File: src/rtl/regfile_ctrl_pkg.sv
// Shared core types: register index and writeback source.
// Imported by the scoreboard, arbiter and bus interface.
package rvcpu;

    typedef logic [4:0] reg_t;

    typedef enum logic {
        WB_ALU = 1'b0,
        WB_LSU = 1'b1
    } wb_src_e;

    localparam int unsigned NumSrc = 2;

endpackage

File: src/rtl/regfile_ctrl_if.sv
// Issue, writeback and regfile-port bundle around the scoreboard.
// master = decoder/exec units/regfile side, slave = regfile_ctrl.
interface regfile_ctrl_if #(
    parameter int Width   = 32,
    parameter int NumRegs = 32
);
    import rvcpu::*;

    localparam int CntW = $clog2(NumRegs);

    logic             issue_valid;
    logic             issue_ready;
    reg_t             issue_rs1;
    logic             issue_rs1_used;
    reg_t             issue_rs2;
    logic             issue_rs2_used;
    reg_t             issue_rd;
    logic             issue_rd_used;

    reg_t             rs1;
    logic             rs1_valid;
    reg_t             rs2;
    logic             rs2_valid;

    logic             wb0_valid;
    logic             wb0_ready;
    reg_t             wb0_rd;
    logic [Width-1:0] wb0_data;
    logic             wb1_valid;
    logic             wb1_ready;
    reg_t             wb1_rd;
    logic [Width-1:0] wb1_data;

    reg_t             rw;
    logic             we;
    logic [Width-1:0] wval;
    logic [CntW-1:0]  outstanding;

    modport slave (
        input  issue_valid, issue_rs1, issue_rs1_used,
        input  issue_rs2, issue_rs2_used,
        input  issue_rd, issue_rd_used,
        output issue_ready,
        output rs1, rs1_valid, rs2, rs2_valid,
        input  wb0_valid, wb0_rd, wb0_data,
        output wb0_ready,
        input  wb1_valid, wb1_rd, wb1_data,
        output wb1_ready,
        output rw, we, wval, outstanding
    );

    modport master (
        output issue_valid, issue_rs1, issue_rs1_used,
        output issue_rs2, issue_rs2_used,
        output issue_rd, issue_rd_used,
        input  issue_ready,
        input  rs1, rs1_valid, rs2, rs2_valid,
        output wb0_valid, wb0_rd, wb0_data,
        input  wb0_ready,
        output wb1_valid, wb1_rd, wb1_data,
        input  wb1_ready,
        input  rw, we, wval, outstanding
    );

endinterface

File: src/rtl/regfile_ctrl_arbiter.sv
// Two-way round-robin arbiter for the ALU/LSU writeback sources.
// Holds rr_last; the source not granted last wins a tie.
module wb_rr_arbiter
    import rvcpu::*;
(
    input  logic       clk,
    input  logic       reset,
    input  logic [1:0] req,
    input  logic       advance,
    output logic [1:0] gnt
);

    wb_src_e rr_last;

    always_comb begin
        gnt    = 2'b00;
        gnt[0] = req[0] & (~req[1] | (rr_last == WB_LSU));
        gnt[1] = req[1] & (~req[0] | (rr_last == WB_ALU));
    end

    always_ff @(posedge clk) begin
        if (!reset) begin
            rr_last <= WB_LSU;
        end else if (advance) begin
            rr_last <= gnt[1] ? WB_LSU : WB_ALU;
        end
    end

endmodule

File: src/rtl/regfile_ctrl.sv
// Scoreboard and write-port scheduler in front of the 2R/1W regfile.
// Stalls issue on RAW/WAW and serialises ALU/LSU writebacks.
module regfile_ctrl
    import rvcpu::*;
#(
    parameter int Width   = 32,
    parameter int NumRegs = 32
) (
    input  logic           clk,
    input  logic           reset,
    regfile_ctrl_if.slave  bus
);

    localparam int CntW = $clog2(NumRegs);

    logic [NumRegs-1:1] busy_q;
    logic [NumRegs-1:0] busy;
    logic [CntW-1:0]    cnt_q;
    logic [CntW-1:0]    cnt_d;
    reg_t               rw_q;
    logic               we_q;
    logic [Width-1:0]   wval_q;

    logic               stall;
    logic               fire;
    logic               set_en;
    logic               clr_en;
    logic [1:0]         req;
    logic [1:0]         gnt;
    logic               grant;
    reg_t               sel_rd;
    logic [Width-1:0]   sel_data;

    assign busy = {busy_q, 1'b0};

    function automatic logic hit(
        input logic [NumRegs-1:0] vec,
        input reg_t               r
    );
        hit = 1'b0;
        for (int i = 0; i < NumRegs; i++) begin
            if (r == reg_t'(i)) hit = vec[i];
        end
    endfunction

    // No bypass: a register whose write sits in the write stage still stalls.
    always_comb begin
        stall = 1'b0;
        if (bus.issue_rs1_used && hit(busy, bus.issue_rs1)) stall = 1'b1;
        if (bus.issue_rs2_used && hit(busy, bus.issue_rs2)) stall = 1'b1;
        if (bus.issue_rd_used && hit(busy, bus.issue_rd)) stall = 1'b1;
    end

    assign bus.issue_ready = reset & bus.issue_valid & ~stall;
    assign fire   = bus.issue_valid & bus.issue_ready;
    assign set_en = fire & bus.issue_rd_used & (bus.issue_rd != '0);
    assign clr_en = we_q;

    assign bus.rs1       = bus.issue_rs1;
    assign bus.rs1_valid = bus.issue_valid & bus.issue_rs1_used;
    assign bus.rs2       = bus.issue_rs2;
    assign bus.rs2_valid = bus.issue_valid & bus.issue_rs2_used;

    assign req = {bus.wb1_valid, bus.wb0_valid};

    wb_rr_arbiter u_arb (
        .clk     (clk),
        .reset   (reset),
        .req     (req),
        .advance (grant),
        .gnt     (gnt)
    );

    assign bus.wb0_ready = reset & gnt[0];
    assign bus.wb1_ready = reset & gnt[1];
    assign grant    = bus.wb0_ready | bus.wb1_ready;
    assign sel_rd   = bus.wb1_ready ? bus.wb1_rd : bus.wb0_rd;
    assign sel_data = bus.wb1_ready ? bus.wb1_data : bus.wb0_data;

    // Writes to x0 are accepted but never reach the port.
    always_ff @(posedge clk) begin
        if (!reset) begin
            we_q   <= 1'b0;
            rw_q   <= '0;
            wval_q <= '0;
        end else begin
            we_q <= grant & (sel_rd != '0);
            if (grant && sel_rd != '0) begin
                rw_q   <= sel_rd;
                wval_q <= sel_data;
            end
        end
    end

    always_ff @(posedge clk) begin
        if (!reset) begin
            busy_q <= '0;
        end else begin
            for (int i = 1; i < NumRegs; i++) begin
                if (set_en && bus.issue_rd == reg_t'(i)) begin
                    busy_q[i] <= 1'b1;
                end else if (clr_en && rw_q == reg_t'(i)) begin
                    busy_q[i] <= 1'b0;
                end
            end
        end
    end

    always_comb begin
        cnt_d = cnt_q;
        if (set_en && !clr_en) begin
            cnt_d = cnt_q + CntW'(1);
        end else if (!set_en && clr_en) begin
            cnt_d = cnt_q - CntW'(1);
        end
    end

    always_ff @(posedge clk) begin
        if (!reset) begin
            cnt_q <= '0;
        end else begin
            cnt_q <= cnt_d;
        end
    end

    assign bus.rw          = rw_q;
    assign bus.we          = we_q;
    assign bus.wval        = wval_q;
    assign bus.outstanding = cnt_q;

`ifndef SYNTHESIS
    a_no_set_clr: assert property (
        @(posedge clk) disable iff (!reset)
        !(set_en && clr_en && bus.issue_rd == rw_q)
    );

    a_cnt_popcount: assert property (
        @(posedge clk) disable iff (!reset)
        32'(cnt_q) == 32'($countones(busy_q))
    );

    a_write_busy: assert property (
        @(posedge clk) disable iff (!reset)
        we_q |-> hit(busy, rw_q)
    );
`endif

endmodule

File: src/flat_wrapper.sv
// flat-port wrapper written by rule: the top's interface ports become plain ports
module regfile_ctrl_flat import rvcpu::*;
#(
    parameter int Width   = 32,
    parameter int NumRegs = 32
)
  (clk, reset, bus_issue_valid, bus_issue_rs1, bus_issue_rs1_used, bus_issue_rs2, bus_issue_rs2_used, bus_issue_rd, bus_issue_rd_used, bus_issue_ready, bus_rs1, bus_rs1_valid, bus_rs2, bus_rs2_valid, bus_wb0_valid, bus_wb0_rd, bus_wb0_data, bus_wb0_ready, bus_wb1_valid, bus_wb1_rd, bus_wb1_data, bus_wb1_ready, bus_rw, bus_we, bus_wval, bus_outstanding);
  regfile_ctrl_if #(.Width(Width), .NumRegs(NumRegs)) bus_i ();
  input  logic clk;
  input  logic reset;
  input wire logic [$bits(bus_i.issue_valid)-1:0] bus_issue_valid;
  input wire logic [$bits(bus_i.issue_rs1)-1:0] bus_issue_rs1;
  input wire logic [$bits(bus_i.issue_rs1_used)-1:0] bus_issue_rs1_used;
  input wire logic [$bits(bus_i.issue_rs2)-1:0] bus_issue_rs2;
  input wire logic [$bits(bus_i.issue_rs2_used)-1:0] bus_issue_rs2_used;
  input wire logic [$bits(bus_i.issue_rd)-1:0] bus_issue_rd;
  input wire logic [$bits(bus_i.issue_rd_used)-1:0] bus_issue_rd_used;
  output wire logic [$bits(bus_i.issue_ready)-1:0] bus_issue_ready;
  output wire logic [$bits(bus_i.rs1)-1:0] bus_rs1;
  output wire logic [$bits(bus_i.rs1_valid)-1:0] bus_rs1_valid;
  output wire logic [$bits(bus_i.rs2)-1:0] bus_rs2;
  output wire logic [$bits(bus_i.rs2_valid)-1:0] bus_rs2_valid;
  input wire logic [$bits(bus_i.wb0_valid)-1:0] bus_wb0_valid;
  input wire logic [$bits(bus_i.wb0_rd)-1:0] bus_wb0_rd;
  input wire logic [$bits(bus_i.wb0_data)-1:0] bus_wb0_data;
  output wire logic [$bits(bus_i.wb0_ready)-1:0] bus_wb0_ready;
  input wire logic [$bits(bus_i.wb1_valid)-1:0] bus_wb1_valid;
  input wire logic [$bits(bus_i.wb1_rd)-1:0] bus_wb1_rd;
  input wire logic [$bits(bus_i.wb1_data)-1:0] bus_wb1_data;
  output wire logic [$bits(bus_i.wb1_ready)-1:0] bus_wb1_ready;
  output wire logic [$bits(bus_i.rw)-1:0] bus_rw;
  output wire logic [$bits(bus_i.we)-1:0] bus_we;
  output wire logic [$bits(bus_i.wval)-1:0] bus_wval;
  output wire logic [$bits(bus_i.outstanding)-1:0] bus_outstanding;
  assign bus_i.issue_valid = bus_issue_valid;
  assign bus_i.issue_rs1 = bus_issue_rs1;
  assign bus_i.issue_rs1_used = bus_issue_rs1_used;
  assign bus_i.issue_rs2 = bus_issue_rs2;
  assign bus_i.issue_rs2_used = bus_issue_rs2_used;
  assign bus_i.issue_rd = bus_issue_rd;
  assign bus_i.issue_rd_used = bus_issue_rd_used;
  assign bus_issue_ready = bus_i.issue_ready;
  assign bus_rs1 = bus_i.rs1;
  assign bus_rs1_valid = bus_i.rs1_valid;
  assign bus_rs2 = bus_i.rs2;
  assign bus_rs2_valid = bus_i.rs2_valid;
  assign bus_i.wb0_valid = bus_wb0_valid;
  assign bus_i.wb0_rd = bus_wb0_rd;
  assign bus_i.wb0_data = bus_wb0_data;
  assign bus_wb0_ready = bus_i.wb0_ready;
  assign bus_i.wb1_valid = bus_wb1_valid;
  assign bus_i.wb1_rd = bus_wb1_rd;
  assign bus_i.wb1_data = bus_wb1_data;
  assign bus_wb1_ready = bus_i.wb1_ready;
  assign bus_rw = bus_i.rw;
  assign bus_we = bus_i.we;
  assign bus_wval = bus_i.wval;
  assign bus_outstanding = bus_i.outstanding;
  regfile_ctrl #(.Width(Width), .NumRegs(NumRegs)) u_core (.clk(clk), .reset(reset), .bus(bus_i));
endmodule
File: config.mk
export PLATFORM = sky130hd
export DESIGN_NAME = regfile_ctrl_flat
export DESIGN_NICKNAME = d
export VERILOG_FILES = /design/src/rtl/regfile_ctrl_pkg.sv /design/src/rtl/regfile_ctrl_if.sv /design/src/rtl/regfile_ctrl_arbiter.sv /design/src/rtl/regfile_ctrl.sv /design/src/flat_wrapper.sv
export SDC_FILE = /design/constraint.sdc
export NUM_CORES = 1
export LEC_CHECK = 0
export CORE_MARGIN = 2
export CORE_UTILIZATION = 48
export DETAILED_ROUTE_END_ITERATION = 12
export PLACE_DENSITY = 0.86
export SETUP_SLACK_MARGIN = 0.1
export SLEW_MARGIN = 10
export SYNTH_ARGS = -nofsm -noshare
export SYNTH_HDL_FRONTEND = slang
export SYNTH_SLANG_ARGS = --single-unit
export TNS_END_PERCENT = 10
File: constraint.sdc
create_clock -name clk -period 4.9 [get_ports clk]
set_input_delay 0.49 -clock clk [delete_from_list [all_inputs] [get_ports clk]]
set_output_delay 0.49 -clock clk [all_outputs]
set_load 0.05 [all_outputs]
# == Word-level counts from Yosys, hierarchy flattened ==
# Cells that the tools add are included.
# word_totals
regBits,75
inputBits,97
out_inout_bits,58
elab_cells,448
# classes
n_addsub,2
n_eq_ne,124
n_mux,163
bitwise_logic,19
reduce_logical,104
# op_table
cell,count
"== test 5 bit, second input constant",64
"== test 5 x 4 -> 1 bit, second input constant",32
2-to-1 mux 1 bit,159
"== test 5 x 3 -> 1 bit, second input constant",16
logical AND 1 bit,68
nonzero test 2 bit,32
"== test 5 x 2 -> 1 bit, second input constant",8
2-to-1 mux 32 bit,1
"== test 5 x 1 -> 1 bit, second input constant",4
2-to-1 mux 5 bit,3
bitwise AND 1 bit,12
nonzero test 5 bit,2
"adder 5 x 1 -> 5 bit, second input constant",1
"subtractor 5 x 1 -> 5 bit, second input constant",1
inverter 1 bit,4
bitwise OR 1 bit,3
zero test 1 bit,2

# == Depth between registers and ports, before layout ==
# logic_depth
ltp_word,45
ltp_mapped,19
depth_no_buf,15

# == Hierarchy ==
# A second synthesis with hierarchy kept.
# hier_totals
hier_cells,632
hier_area_um2,5177.5
# by_module_without_submodules
mod,instances,cells_each,area_per_inst_um2,seq_area_each_um2
regfile_ctrl,1,625,5119.9,1481.4
wb_rr_arbiter,1,7,57.6,20.0

# == Worst setup path after synthesis ==
# OpenSTA, ideal clock, no wires.
# synth_timing
kind,input -> register
from,in bus_issue_rs1[1]
to,"reg u_core.cnt_q[4], in the netlist u_core.bus.outstanding[4]"
setup_time_ns,0.076
arrival_time_ns,3.600
t_required_ns,4.824
slack_ns,1.225
path_stages,16
n_path_buf,2
cell_sequence,buf_6 or3_1 a41o_1 a31o_1 a21oi_2 o31ai_4 buf_6 nor4b_1 ha_1 inv_1 ha_1 a21o_1 a21oi_1 xnor2_1 or3_1 a21boi_0
# synth_between
elab_chain_cells,44
elab_cells_between_ends,76
cone_classes,eq/ne: 31; mux: 35; bitwise: 5; reduce/logical: 5
# synth_lines
element,line,text
start: declaration,flat_wrapper.sv:12,input wire logic [$bits(bus_i.issue_rs1)-1:0] bus_issue_rs1;
== test 5 x 1 -> 1 bit,regfile_ctrl.sv:42,if (r == reg_t'(i)) hit = vec[i];
2-to-1 mux 1 bit (30 in a row),regfile_ctrl.sv:42,
2-to-1 mux 1 bit (*),regfile_ctrl.sv:42,
logical AND 1 bit (*),regfile_ctrl.sv:49,"if (bus.issue_rs1_used && hit(busy, bus.issue_rs1)) stall = 1'b1;"
2-to-1 mux 1 bit (*),regfile_ctrl.sv:49,
2-to-1 mux 1 bit (*),regfile_ctrl.sv:50,"if (bus.issue_rs2_used && hit(busy, bus.issue_rs2)) stall = 1'b1;"
2-to-1 mux 1 bit (*),regfile_ctrl.sv:51,"if (bus.issue_rd_used && hit(busy, bus.issue_rd)) stall = 1'b1;"
inverter 1 bit (*),regfile_ctrl.sv:54,assign bus.issue_ready = reset & bus.issue_valid & ~stall;
bitwise AND 1 bit (*),regfile_ctrl.sv:54,
bitwise AND 1 bit (*),regfile_ctrl.sv:55,assign fire = bus.issue_valid & bus.issue_ready;
bitwise AND 1 bit (*) (2 in a row),regfile_ctrl.sv:56,assign set_en = fire & bus.issue_rd_used & (bus.issue_rd != '0);
zero test 1 bit,regfile_ctrl.sv:113,end else if (!set_en && clr_en) begin
logical AND 1 bit,regfile_ctrl.sv:113,
nonzero test 2 bit (no line),-,
end signal: assignment,regfile_ctrl.sv:122,cnt_q <= cnt_d;
end: declaration,regfile_ctrl.sv:18,logic [CntW-1:0] cnt_q;
# Every way passes the cells marked *; elsewhere a longest branch is shown, timed or not.
# A chain may end at the register's enable or synchronous reset.

# == Worst setup path in the final report ==
# layout_timing
from,in bus_issue_rd[3]
to,"reg u_core.cnt_q[4], in the netlist u_core.bus.outstanding[4]"
# layout_between
elab_chain_cells,42
elab_cells_between_ends,75
cone_classes,eq/ne: 31; mux: 33; bitwise: 5; reduce/logical: 6
# layout_lines
element,line,text
start: declaration,flat_wrapper.sv:16,input wire logic [$bits(bus_i.issue_rd)-1:0] bus_issue_rd;
== test 5 x 1 -> 1 bit,regfile_ctrl.sv:42,
2-to-1 mux 1 bit (31 in a row),regfile_ctrl.sv:42,
logical AND 1 bit,regfile_ctrl.sv:51,
2-to-1 mux 1 bit,regfile_ctrl.sv:51,
inverter 1 bit,regfile_ctrl.sv:54,
bitwise AND 1 bit,regfile_ctrl.sv:54,
bitwise AND 1 bit,regfile_ctrl.sv:55,
bitwise AND 1 bit,regfile_ctrl.sv:56,
bitwise AND 1 bit (*),regfile_ctrl.sv:56,
zero test 1 bit,regfile_ctrl.sv:113,
logical AND 1 bit,regfile_ctrl.sv:113,
nonzero test 2 bit (no line),-,
# Marks and branches as above.

==> qor.tcl <==
set qor(drc) 0
set qor(portion_of_the_post_synthesis_area_used_by_sequential_elements_pct) 28.50
set qor(finalSetupTns_ns) 0
set qor(fin_skew_ns) 0.01420
set qor(critPathKind) {in2reg}
set qor(finish.utilization_pct) 64.62
set qor(yosys-top-cells-count) {75 x sky130_fd_sc_hd__dfxtp_1, 62 x sky130_fd_sc_hd__nand2_1, 45 x sky130_fd_sc_hd__mux2i_1}
set qor(detailed_place_hpwl_um) 12870
set qor(final_hold_viol_count) 0
set qor(max_slew.worst_pin.slew_ns) 0.7404
set qor(clockBufferDepth) 2
set qor(grt_setup_unrepaired) {no}
set qor(report.final.setup_viol) 0
set qor(internal_power_mw) 1.169
set qor(first_global_vias) 5382
set qor(cts-hold-fix-buffers) 0
set qor(critPathBufInv) 2
set qor(power.clock.fraction_pct) 26.6
set qor(netlist_top_cells_area) {sky130_fd_sc_hd__dfxtp_1 29%, sky130_fd_sc_hd__mux2i_1 8.6%, sky130_fd_sc_hd__o211a_1 7.0%, sky130_fd_sc_hd__o41ai_2 4.6%, sky130_fd_sc_hd__nand2_1 4.4%}
set qor(core-area_mm2) 0.01079
set qor(global_route_wire_length_before_repair_um) 27570
set qor(synth.top_cell.area_share_pct) 28.50
set qor(routed_via_density) 6.313
set qor(final_cell_count_no_fill) 868
set qor(maximum_number_of_pins_on_one_net_before_global_route_repair) 77
set qor(switching_share_pct) 36.61
set qor(hold_path.startpoint) {u_core.bus.wval[30]$_SDFFE_PN0P_}
set qor(die_h_um) 108.8
set qor(fp.dieArea_mm2) 0.01183
set qor(total_switching_power_mw) 0.6750
set qor(cp_slowest_stage_delay_ns) 0.70
set qor(post_cts.repair.setup_buffers) 0
set qor(timing.critical_path.to_type) {flop}
set qor(max_slew_margin_pct) 50.64
set qor(overall_power_after_layout_mw) 1.844
set qor(place.gp.congestion) 0.9628
set qor(port-buffer-count) 154
set qor(power_share_of_the_sequential_group_pct) 37.7
set qor(hold_class) {reg2reg}
set qor(htree_levels) 3
set qor(timing.fmax_mhz) 220.5
set qor(global_route.overflow_total) 0
set qor(critPathRequiredTime_ns) 5.18
set qor(cts_num_sinks) 75
set qor(track_usage_pct) 30.26
set qor(post_synthesis_cell_area_mm2) 0.005268
set qor(clkSlewWorstSetupHoldPaths_ns) 0.08
set qor(power.static_leakage_nw) 2.835
set qor(final_net_count) 825
set qor(tritoncts.num_buffers) 9
set qor(initial_utilization_pct) 48.81
set qor(clock_insertion_delay_worst_skew_ns) 0.36
set qor(net_count_synth) 704
set qor(critical_path.cell_chain) {clkdlybuf4s50_1 > or2b_1 > or3_1 > a221oi_1 > o211ai_1 > a21o_2 > nor4b_1 > ha_1 > inv_1 > ha_1 > a21o_1 > a21oi_1 > xnor2_1 > or3_1 > a21boi_0}
set qor(instance_count_after_placement_with_tap_cells_included) 852
set qor(edff_count_synth) 0
set qor(dr.pass1.iters) 5
set qor(postSynthAreaPerCell_um2) 8.750
set qor(final_antenna_net_count) 0
set qor(power.combinational.fraction_pct) 35.7
set qor(cts_resized) 0
set qor(critical_path.startpoint) {bus_issue_rd[3]}
set qor(max_cap_violations) 0
set qor(post-route-min-period_ns) 4.536
set qor(timing.critical_path.slowest_stage_cell) {sky130_fd_sc_hd__clkdlybuf4s50_1}
set qor(fp-row-count) 38
set qor(status) {finished clean}
set qor(vdd_ir_drop_max_v) 0.0001982
set qor(asyncSetResetFlopFracSynth_pct) 0
set qor(pwr_density_cell_mw_per_mm2) 264.3
set qor(number_of_diodes) 0
set qor(timing.final.max_slew_violations) 0
set qor(area.growth.synth_to_final_pct) 32.40
set qor(category_of_the_worst_setup_path_launch_point) {primary input}
set qor(yosys_warnings) 0
set qor(drt_iter0_markers) 448
set qor(top_level_ports) 155
set qor(critical_path.top_delay_family) {simple AND/OR/NAND/NOR gates}
set qor(die-width_um) 108.8
set qor(rr_startpoint) {u_core.busy_q[15]$_SDFFE_PN0P_}
set qor(synthesis.instances) 602
set qor(period_share_pct) 92.57
set qor(arrival_ns) 4.82
set qor(synth.most_common_cell) {sky130_fd_sc_hd__dfxtp_1}
set qor(synth-seq-cells) 75
set qor(detailroute.via_count) 5480
set qor(clock-root-buffer) {sky130_fd_sc_hd__clkbuf_8}
set qor(layout-drive-gt1-share_pct) 10.03
set qor(tritoncts) {done}
set qor(antenna_found_initial) 0
set qor(dominantRegCellSynth) {sky130_fd_sc_hd__dfxtp_1}
set qor(post_synth_num_cell_types) 76
set qor(synth_top_cell_by_area) {sky130_fd_sc_hd__dfxtp_1}
set qor(wirelength_um) 17710
set qor(avgRoutedWirePerCell_um) 20.40
set qor(path_max_fanout) 15
-- worst paths after layout --
check | endpoint | slack [ns] | cells past startpoint
setup / recovery | u_core.bus.outstanding[4]$_SDFFE_PN0P_ | 0.36 | 15
hold / removal | u_core.bus.wval[30]$_SDFFE_PN0P_ | 0.50 | 1
hold reg to reg | u_core.bus.wval[30]$_SDFFE_PN0P_ | 0.50 | 1
setup reg to reg | u_core.bus.outstanding[4]$_SDFFE_PN0P_ | 0.85 | 14
-- cells in the final DEF, fill, tap and decap left out, types with 4 or more instances in the layout --
cell / n
sky130_fd_sc_hd__a21oi_1: 17
sky130_fd_sc_hd__mux2_2: 5
sky130_fd_sc_hd__clkbuf_8: 10
sky130_fd_sc_hd__o21a_1: 4
sky130_fd_sc_hd__o211ai_1: 29
sky130_fd_sc_hd__o41ai_2: 15
sky130_fd_sc_hd__clkdlybuf4s50_1: 153
sky130_fd_sc_hd__nand3_1: 9
sky130_fd_sc_hd__ha_1: 4
sky130_fd_sc_hd__nand2b_1: 16
sky130_fd_sc_hd__o311ai_0: 8
sky130_fd_sc_hd__a221oi_1: 4
sky130_fd_sc_hd__or3_1: 8
sky130_fd_sc_hd__o31ai_1: 7
sky130_fd_sc_hd__nand3b_1: 5
sky130_fd_sc_hd__nor3_1: 5
sky130_fd_sc_hd__and2_1: 6
sky130_fd_sc_hd__dfxtp_1: 75
sky130_fd_sc_hd__o22ai_1: 6
sky130_fd_sc_hd__nor4_1: 4
sky130_fd_sc_hd__buf_4: 22
sky130_fd_sc_hd__nor2b_1: 9
sky130_fd_sc_hd__nand4_1: 6
sky130_fd_sc_hd__o211a_1: 37
sky130_fd_sc_hd__nor2_1: 19
sky130_fd_sc_hd__inv_1: 23
sky130_fd_sc_hd__nand2_1: 61
sky130_fd_sc_hd__o21ai_0: 28
sky130_fd_sc_hd__mux2i_1: 45
sky130_fd_sc_hd__o41ai_1: 12
-- logic make-up after synthesis --
kind of cell / after synthesis / synth area share [%]
XOR/XNOR: 4 / 0.6652
AND/OR/NAND/NOR: 171 / 17.27
adder cells (fa/ha/maj): 5 / 1.330
AO/OA/AOI/OAI: 206 / 32.90
buffers and inverters: 89 / 8.860
flip-flops: 75 / 28.50
multiplexers: 52 / 10.47
-- through the flow --
step                setup slack [ns]  hold slack, ns  instance area, um^2
floorplan                      1.225          0.4770                 5268
global placement              0.2913          0.4792                 6768
detailed placement            0.1040          0.4866                 6768
CTS                           0.4635          0.5037                 6969
global route                  0.2854          0.5147                 6974
finish                        0.3640          0.5046                 6974
-- metal layers --
metal	GRT usage, %	up-vias	routed length [um]
met1	35.70	2588	6859
met5	0	-	0
li1	-	2535	-
met2	52.05	307	8599
met4	11.63	0	574
met3	8.488	50	1674
-- flip-flops by register name, indices dropped and copies added, names as in the netlist --
name and cells:
u_core.bus.rw 5, u_core.u_arb.rr_last 1, u_core.busy_q 31, u_core.bus.outstanding 5, u_core.bus.wval 32, u_core.bus.we 1
-- power groups by stage --
stage               Combinational (mW)  Sequential (mW)  Clock, mW
finish                           0.658            0.695      0.491
global route                     0.698            0.700      0.518
CTS                              0.656            0.694      0.498
detailed placement               0.651            0.706          0
global placement                 0.637            0.703          0
floorplan                        0.298            0.827          0
-- cell type report --
cell class,instances,area (um^2)
clock buffers,11,141.4
inverters,23,86.33
multi-input cells,438,3308
repair buffers,176,1702
fillers,861,3819
clock inverters,5,60.06
well taps,140,175.2
flip-flops and latches,75,1501
Note: power is estimated with default switching activity, not from simulation.
